## config.mk

```make
export PLATFORM = sky130hd
export DESIGN_NAME = skein_msg_feeder
export DESIGN_NICKNAME = d
export VERILOG_FILES = /design/src/rtl/skein_msg_feeder.sv
export SDC_FILE = /design/constraint.sdc
export NUM_CORES = 1
export LEC_CHECK = 0
export CORE_ASPECT_RATIO = 0.5
export CORE_MARGIN = 4
export CORE_UTILIZATION = 57
export CTS_BUF_LIST = sky130_fd_sc_hd__clkbuf_4 sky130_fd_sc_hd__clkbuf_8
export DETAILED_ROUTE_END_ITERATION = 8
export HOLD_SLACK_MARGIN = 0.08
export PLACE_DENSITY = 0.94
export SLEW_MARGIN = 10
export SYNTH_ARGS = -nofsm -noshare
export SYNTH_HDL_FRONTEND = slang
export SYNTH_SLANG_ARGS = --single-unit
```

## constraint.sdc

```tcl
create_clock -name clk -period 4.3 [get_ports clk]
set_input_delay 0.645 -clock clk [delete_from_list [all_inputs] [get_ports clk]]
set_output_delay 0.645 -clock clk [all_outputs]
set_load 0.01 [all_outputs]
```

## src/rtl/skein_msg_feeder.sv

```systemverilog
// skein_msg_feeder: packs a byte stream into 16-bit Skein-256 host words, pads and tags each block, then fetches the digest.
// Optional feature: define SKEIN_FEEDER_TIMEOUT_EN to abort WAIT_ACK after ACK_TIMEOUT cycles with a sticky err.
module skein_msg_feeder #(
    parameter int BLOCK_WORDS  = 16,
    parameter int DIGEST_WORDS = 16,
    parameter int ACK_TIMEOUT  = 1023
) (
    input  logic        clk,
    input  logic        rst,
    input  logic        start,
    input  logic        empty,
    input  logic        s_valid,
    input  logic [7:0]  s_data,
    input  logic        s_last,
    output logic        s_ready,
    output logic        init,
    output logic        load,
    output logic [15:0] idata,
    input  logic        ack,
    output logic        fetch,
    input  logic [15:0] odata,
    output logic        d_valid,
    output logic [15:0] d_data,
    output logic        done,
    output logic        err
);
    typedef enum logic [3:0] {IDLE, INIT, FILL, PAD, CTRL, WAIT_ACK, FETCH, DRAIN, DONE} state_t;
    localparam logic [4:0] LAST_WORD = 5'(BLOCK_WORDS - 1);
    localparam logic [4:0] FETCH_N   = 5'(DIGEST_WORDS);
    state_t     state;
    logic [7:0] hi;
    logic [5:0] bcnt;
    logic [4:0] wcnt;
    logic [4:0] fcnt;
    logic       first;
    logic       last;
    logic       fetch_q;
    logic       take;
    assign take = s_valid & s_ready;
    if (ACK_TIMEOUT < 1 || ACK_TIMEOUT > 1023) begin : g_bad_timeout
        $error("ACK_TIMEOUT must fit the 10-bit wait counter (1..1023)");
    end
`ifdef SKEIN_FEEDER_TIMEOUT_EN
    localparam logic [9:0] TMO_LAST = 10'(ACK_TIMEOUT - 1);
    logic [9:0] tcnt;
`else
    assign err = 1'b0;
`endif
    // Whole feeder FSM with registered outputs; the odata pipeline trails fetch by two cycles.
    always_ff @(posedge clk or posedge rst) begin
        if (rst) begin
            state   <= IDLE;
            hi      <= '0;
            bcnt    <= '0;
            wcnt    <= '0;
            fcnt    <= '0;
            first   <= 1'b0;
            last    <= 1'b0;
            fetch_q <= 1'b0;
            s_ready <= 1'b0;
            init    <= 1'b0;
            load    <= 1'b0;
            idata   <= '0;
            fetch   <= 1'b0;
            d_valid <= 1'b0;
            d_data  <= '0;
            done    <= 1'b0;
`ifdef SKEIN_FEEDER_TIMEOUT_EN
            tcnt    <= '0;
            err     <= 1'b0;
`endif
        end else begin
            init    <= 1'b0;
            load    <= 1'b0;
            done    <= 1'b0;
            fetch_q <= fetch;
            d_valid <= fetch_q;
            if (fetch_q) d_data <= odata;
            case (state)
                IDLE: begin
                    if (start) begin
                        state <= INIT;
                        init  <= 1'b1;
                        last  <= empty;
`ifdef SKEIN_FEEDER_TIMEOUT_EN
                        err   <= 1'b0;
`endif
                    end
                end
                INIT: begin
                    first   <= 1'b1;
                    bcnt    <= '0;
                    wcnt    <= '0;
                    s_ready <= ~last;
                    state   <= last ? PAD : FILL;
                end
                FILL: begin
                    if (take) begin
                        bcnt <= bcnt + 6'd1;
                        if (!bcnt[0] && !s_last) begin
                            hi <= s_data;
                        end else begin
                            load  <= 1'b1;
                            idata <= bcnt[0] ? {hi, s_data} : {s_data, 8'h00};
                            wcnt  <= wcnt + 5'd1;
                            if (s_last) last <= 1'b1;
                            if (wcnt == LAST_WORD || s_last) s_ready <= 1'b0;
                            if (wcnt == LAST_WORD) state <= CTRL;
                            else if (s_last) state <= PAD;
                        end
                    end
                end
                PAD: begin
                    load  <= 1'b1;
                    idata <= '0;
                    wcnt  <= wcnt + 5'd1;
                    if (wcnt == LAST_WORD) state <= CTRL;
                end
                CTRL: begin
                    load  <= 1'b1;
                    idata <= {last, first, 8'h00, bcnt};
                    state <= WAIT_ACK;
`ifdef SKEIN_FEEDER_TIMEOUT_EN
                    tcnt  <= '0;
`endif
                end
                WAIT_ACK: begin
                    if (ack) begin
                        if (last) begin
                            state <= FETCH;
                            fetch <= 1'b1;
                            fcnt  <= 5'd1;
                        end else begin
                            state   <= FILL;
                            s_ready <= 1'b1;
                            first   <= 1'b0;
                            bcnt    <= '0;
                            wcnt    <= '0;
                        end
                    end
`ifdef SKEIN_FEEDER_TIMEOUT_EN
                    else if (tcnt == TMO_LAST) begin
                        err   <= 1'b1;
                        state <= IDLE;
                    end else begin
                        tcnt <= tcnt + 10'd1;
                    end
`endif
                end
                FETCH: begin
                    if (fcnt == FETCH_N) begin
                        fetch <= 1'b0;
                        state <= DRAIN;
                    end else begin
                        fcnt <= fcnt + 5'd1;
                    end
                end
                DRAIN: state <= DONE;
                DONE: begin
                    done  <= 1'b1;
                    state <= IDLE;
                end
                default: state <= IDLE;
            endcase
        end
    end
endmodule

```

==> results of run 1 <==
[critical path, stage by stage (launching register included)]
cell and delay (ps):
dfrtp_1 730, inv_1 240, or3_1 640, and2_1 380, inv_2 200, mux2_2 350
[power by group through the flow]
stage	clock network, µW	registers [µW]	logic, µW
final	484	1170	1390
after global routing	522	1220	1520
after CTS	491	1170	1400
after detailed placement	0	1180	1390
after global placement	0	1150	1310
after floorplan	0	1120	894
[cells by family after synthesis]
| logic type | after synthesis | share of synthesized area (%) |
|---|---|---|
| buffers and inverters | 33 | 3.90 |
| other | 1 | 0.112 |
| and+or+nand+nor | 83 | 13.9 |
| DFF | 69 | 51.8 |
| xor gates and xnor gates | 2 | 0.525 |
| muxes | 37 | 12.1 |
| AOI/OAI and AO/OA | 79 | 15.8 |
| adders and majority gates | 5 | 1.88 |
[layout by cell type, fill, tap and decap left out, types with 3 or more instances in the layout]
master,synthesis,routed
a31oi_1,3,3
nand3_1,21,21
o21ai_0,25,25
o31ai_1,11,11
clkdlybuf4s50_1,0,68
buf_4,1,3
a21oi_1,11,11
nor4b_1,3,3
nor2_1,17,17
and3_1,3,3
dfrtp_1,69,69
o22ai_1,5,5
clkinv_2,0,3
mux2i_1,11,11
a2bb2oi_1,6,6
a22o_1,3,3
nand2_1,14,14
inv_1,12,11
nor3b_1,3,3
clkbuf_8,0,11
or3b_2,3,3
ha_1,5,5
mux2_2,26,26
[metrics by stage]
step / instances / hold slack [ps] / worst slack (ps)
2_1_floorplan: 309 / 352 / 1920
3_3_place_gp: 433 / 388 / 1710
3_5_place_dp: 433 / 397 / 1610
4_1_cts: 449 / 412 / 1690
5_1_grt: 449 / 438 / 1510
6_report: 449 / 410 / 1640
[cell type report]
cell class                 instances  area [µm²]
sequential                        69        1730
clock inverter                     4        22.5
clock buffer                      12         159
timing repair buffer              71         703
multi-input combinational        207        1480
inverter                          13        48.8
fill                             359        1330
tap                               73        91.3
[routing by layer]
metal,vias to the layer above,wire [µm],global-route usage (%),share of wire [%]
li1,1251,-,-,-
met1,1324,3210,28.2,40
met2,118,3980,40.6,50
met3,21,572,8.03,7.2
met4,0,160,9.42,2.0
met5,-,0,0,0
[flip-flops by register name (all words and copies together), names as in the netlist, 4 cells and up]
name / flops
state: 4
bcnt: 6
hi: 8
idata: 16
wcnt: 5
d_data: 16
fcnt: 5
[path summary, 6_finish.rpt]
path                       startpoint         to  cells after the start
hold / removal                  fetch    fetch_q                      0
max in group asynchronous         rst   idata[2]                      3
setup / recovery             state[2]  idata[14]                      5
setup reg to reg             state[2]  idata[14]                      5
hold reg to reg                 fetch    fetch_q                      0
min in group asynchronous         rst    wcnt[1]                      2
==> out/qor.yml, run 1 <==
clocking:
  clock-sinks: 69
  cts_tree: "yes"
  cts_setup_buffers: 0
  ctsResizeCount: 0
  htree_levels: 3
  clock-root-buffer: "clkbuf_8"
  cts-buffers-inserted: 9
  insertion_delay_ps: 350
  path_clk_slew_ps: 70
  clk_path_buf_depth: 2
  holdBufCountCts: 0
power_and_ir_drop:
  power_frac_seq_pct: 38.5
  comb_power_share_pct: 45.6
  p_total_uw: 3050
  p_sw_uw: 1160
  ir_worst_vdd_mv: 0.442
  p_leak_uw: 0.00184
  swShare_pct: 38.1
  power_frac_clock_pct: 15.9
  intPower_uw: 1890
  powerDensity_nw_per_um2: 721
setup_path:
  worst_setup_path_start_kind: "flip-flop"
  crit_type: "flip-flop to flip-flop"
  ff2ff_setup_slack_ps: 1640
  end_kind: "flip-flop"
  critical_path_required_ps: 4540
  crit_arrival_ps: 2890
  path_max_fanout: 21
grt:
  grt_pass1_wl_mm: 13.0
  antenna_found_initial: 0
  grt_pass1_vias: 2746
  grt_usage_pct: 23.6
  grt_overflow_total: 0
  grt_start_max_net_pins: 46
logic_synthesis:
  netlist.area_leader.share_pct: 51.8
  seq_area_frac_synth_pct: 51.8
  async_flop_share_pct: 100
  synthCells: 309
  synth_ff_type: "dfrtp_1"
  yosysWarningCount: 0
  synth_cell_types: 51
  synth-seq-cells: 69
  synth_most_common_cell: "dfrtp_1"
  synthTopCellsByArea: "dfrtp_1, mux2_2, o21ai_0"
  synth_commonest_cells: "dfrtp_1, mux2_2, o21ai_0"
  syn_area_per_cell_um2: 10.8
  netlist_area_um2: 3330
  synth_largest_area_cell: "dfrtp_1"
  synth_edf_count: 0
  synth_nets: 345
placement:
  dp_hpwl_mm: 5.70
  place.gp.congestion: 0.889
  dpl-instance-area_um2: 4050
  numPortBuffers: 68
min_path:
  holdCritPathClass: "flip-flop to flip-flop"
die:
  core_area_um2: 5560
  die_w_um: 116
  start_util_pct: 59.9
  die_area_um2: 7210
  num_rows: 19
  die_h_um: 62.1
  pin_count: 70
outcome:
  status: "completed"
drt:
  antenna_left: 0
  drc_errors: 0
  drt_iter0_drc: 185
  first_pass_iters: 4
  drt-wirelength-per-cell_um: 17.6
  via_per_inst: 6.04
  vias: 2714
  routed_wl_mm: 7.92
timing:
  rsz0062_at_grt: "false"
  tightest_slew_ps: 934
  finalClockSkew_ps: 10.8
  final-setup-viol-count: 0
  final_max_slew_viol_count: 0
  slew-limit-headroom_pct: 37.6
  period_share_pct: 61.8
  period_needed_ps: 2660
  tns_ps: 0
  max_freq_mhz: 376
  hold_viol: 0
final_layout:
  area_delta_synth_final_pct: 26.8
  finish.instance_area_um2: 4230
  utilization_pct: 76.0
  antennaDiodeCount: 0
  drive_above_1_share_pct: 14.6
  finalNetCount: 407
flow_run:
  drv_cap: 0
Note: power is estimated with default switching activity, not from simulation.
==> run 2, diff against run 1 <==
--- a/config.mk
+++ b/config.mk
@@ -7,11 +7,11 @@
 export LEC_CHECK = 0
 export CORE_ASPECT_RATIO = 0.5
 export CORE_MARGIN = 4
-export CORE_UTILIZATION = 57
+export CORE_UTILIZATION = 48
 export CTS_BUF_LIST = sky130_fd_sc_hd__clkbuf_4 sky130_fd_sc_hd__clkbuf_8
 export DETAILED_ROUTE_END_ITERATION = 8
 export HOLD_SLACK_MARGIN = 0.08
-export PLACE_DENSITY = 0.94
+export PLACE_DENSITY = 0.85
 export SLEW_MARGIN = 10
 export SYNTH_ARGS = -nofsm -noshare
 export SYNTH_HDL_FRONTEND = slang
==> constraint.sdc (replaced) <==
create_clock -name clk -period 2.2 [get_ports clk]
set_input_delay 0.33 -clock clk [delete_from_list [all_inputs] [get_ports clk]]
set_output_delay 0.33 -clock clk [all_outputs]
set_load 0.01 [all_outputs]
==> run 2 against run 1 <==
Net effect:
- final cell count up 7.6%
- critical path depth down 1
- worst hold slack worse by 73 ps
- clock power up 99%
- power up 100%
- sequential share of layout area down 1.6 points
- setup slack worse by 1500 ps
- via count up 1.1%
- sequential power up 87%
- non-clock buffer count up 15
- flip-flop and latch count unchanged
- critical path type unchanged
==> out/qor.yml, run 2 (synthesis gave the netlist of run 1 again) <==
clocking:
  cts_tree: "yes"
  cts_setup_buffers: 0
  path_clk_slew_ps: 80
  htree_levels: 3
  clock-root-buffer: "clkbuf_8"
  clk_path_buf_depth: 2
  ctsResizeCount: 0
  insertion_delay_ps: 350
  cts-buffers-inserted: 9
  holdBufCountCts: 0
  clock-sinks: 69
die:
  num_rows: 21
  die_area_um2: 8430
  pin_count: 70
  start_util_pct: 49.8
  core_area_um2: 6700
  die_w_um: 126
  die_h_um: 66.9
final_layout:
  reg_top3: "d_data: 16 flops, idata: 16 flops, hi: 8 flops"
  antennaDiodeCount: 0
  mostFrequentLayoutCells: "dfrtp_1, clkdlybuf4s50_1, mux2_2, o21ai_0, nand3_1"
  layout_commonest_cell: "dfrtp_1"
  drive_above_1_share_pct: 18.4
  utilization_pct: 65.7
  fillers: 503
  area_delta_synth_final_pct: 32.0
  finalNetCount: 422
setup_path:
  crit_arrival_ps: 2370
  crit_type: "flip-flop to flip-flop"
  path_max_fanout: 11
  worst_setup_path_start_kind: "flip-flop"
  end_kind: "flip-flop"
  critical_path_required_ps: 2480
timing:
  tightest_slew_ps: 638
  final_max_slew_viol_count: 0
  finalClockSkew_ps: 7.99
  max_freq_mhz: 479
  period_share_pct: 95.0
  rsz0062_at_grt: "false"
  final-setup-viol-count: 0
  period_needed_ps: 2090
  tns_ps: 0
  hold_viol: 0
  slew-limit-headroom_pct: 57.5
drt:
  drc_errors: 0
  antenna_left: 0
  via_per_inst: 5.68
  first_pass_iters: 6
  drt_iter0_drc: 243
  drt-wirelength-per-cell_um: 16.8
  vias: 2743
  routed_wl_mm: 8.09
grt:
  grt_pass1_vias: 2837
  grt_start_max_net_pins: 27
  grt_pass1_wl_mm: 13.6
  grt_overflow_total: 0
  antenna_found_initial: 0
  grt_usage_pct: 20.3
placement:
  numPortBuffers: 68
  place.gp.congestion: 0.903
  dp_hpwl_mm: 5.81
flow_run:
  drv_cap: 0
min_path:
  holdCritPathClass: "primary input to asynchronous set/reset pin"
outcome:
  status: "completed"
power_and_ir_drop:
  p_total_uw: 6150
  powerDensity_nw_per_um2: 1400
  ir_worst_vdd_mv: 0.596
  p_leak_uw: 0.00192
[run 2: through the flow]
stage               setup WS (ps)  area (µm²)  hold WS, ps  std cells
detailed placement           82.4        4210          420        467
global placement              125        4210          396        467
floorplan                     130        3330          352        309
global route                 41.5        4400          373        483
finish                        111        4400          337        483
CTS                          70.1        4390          346        483
[run 2: final cells by class]
cell class              count  area (µm²)  area share, %
flip-flops and latches     69        1730           39.2
clock inverters             6        46.3           1.05
repair buffers             86         841           19.1
clock buffers              10         138           3.13
multi-input cells         207        1490           33.8
well taps                  92         115           2.61
inverters                  13        48.8           1.11
[run 2: worst paths after layout]
| path | from | end | slack [ps] | cells past startpoint |
|---|---|---|---|---|
| worst max-delay path | state[3] | bcnt[4] | 110 | 4 |
| min in group clk | fetch | fetch_q | 410 | 0 |
| worst min register to register | fetch | fetch_q | 410 | 0 |
| worst min-delay path | rst | d_data[6] | 340 | 2 |
| max in group asynchronous | rst | idata[4] | 1350 | 3 |
| worst max register to register | state[3] | bcnt[4] | 110 | 4 |
[run 2: worst max-delay path, stage by stage (launching register included)]
cell and delay [ps]:
dfrtp_1 490, or4b_4 610, o21a_4 270, or4_1 500, a21oi_1 150
[run 2: metal layers]
layer	routed length [µm]	global-route usage (%)	vias up
met5	0	0	-
met4	159	7.62	0
met3	517	5.04	18
met2	4050	35.0	111
met1	3360	25.0	1334
li1	-	-	1280
[run 2: where the power goes]
group	internal (µW)	switching, µW
Sequential	1770	418
Combinational	1600	1400
Clock	447	514
Total	3820	2330
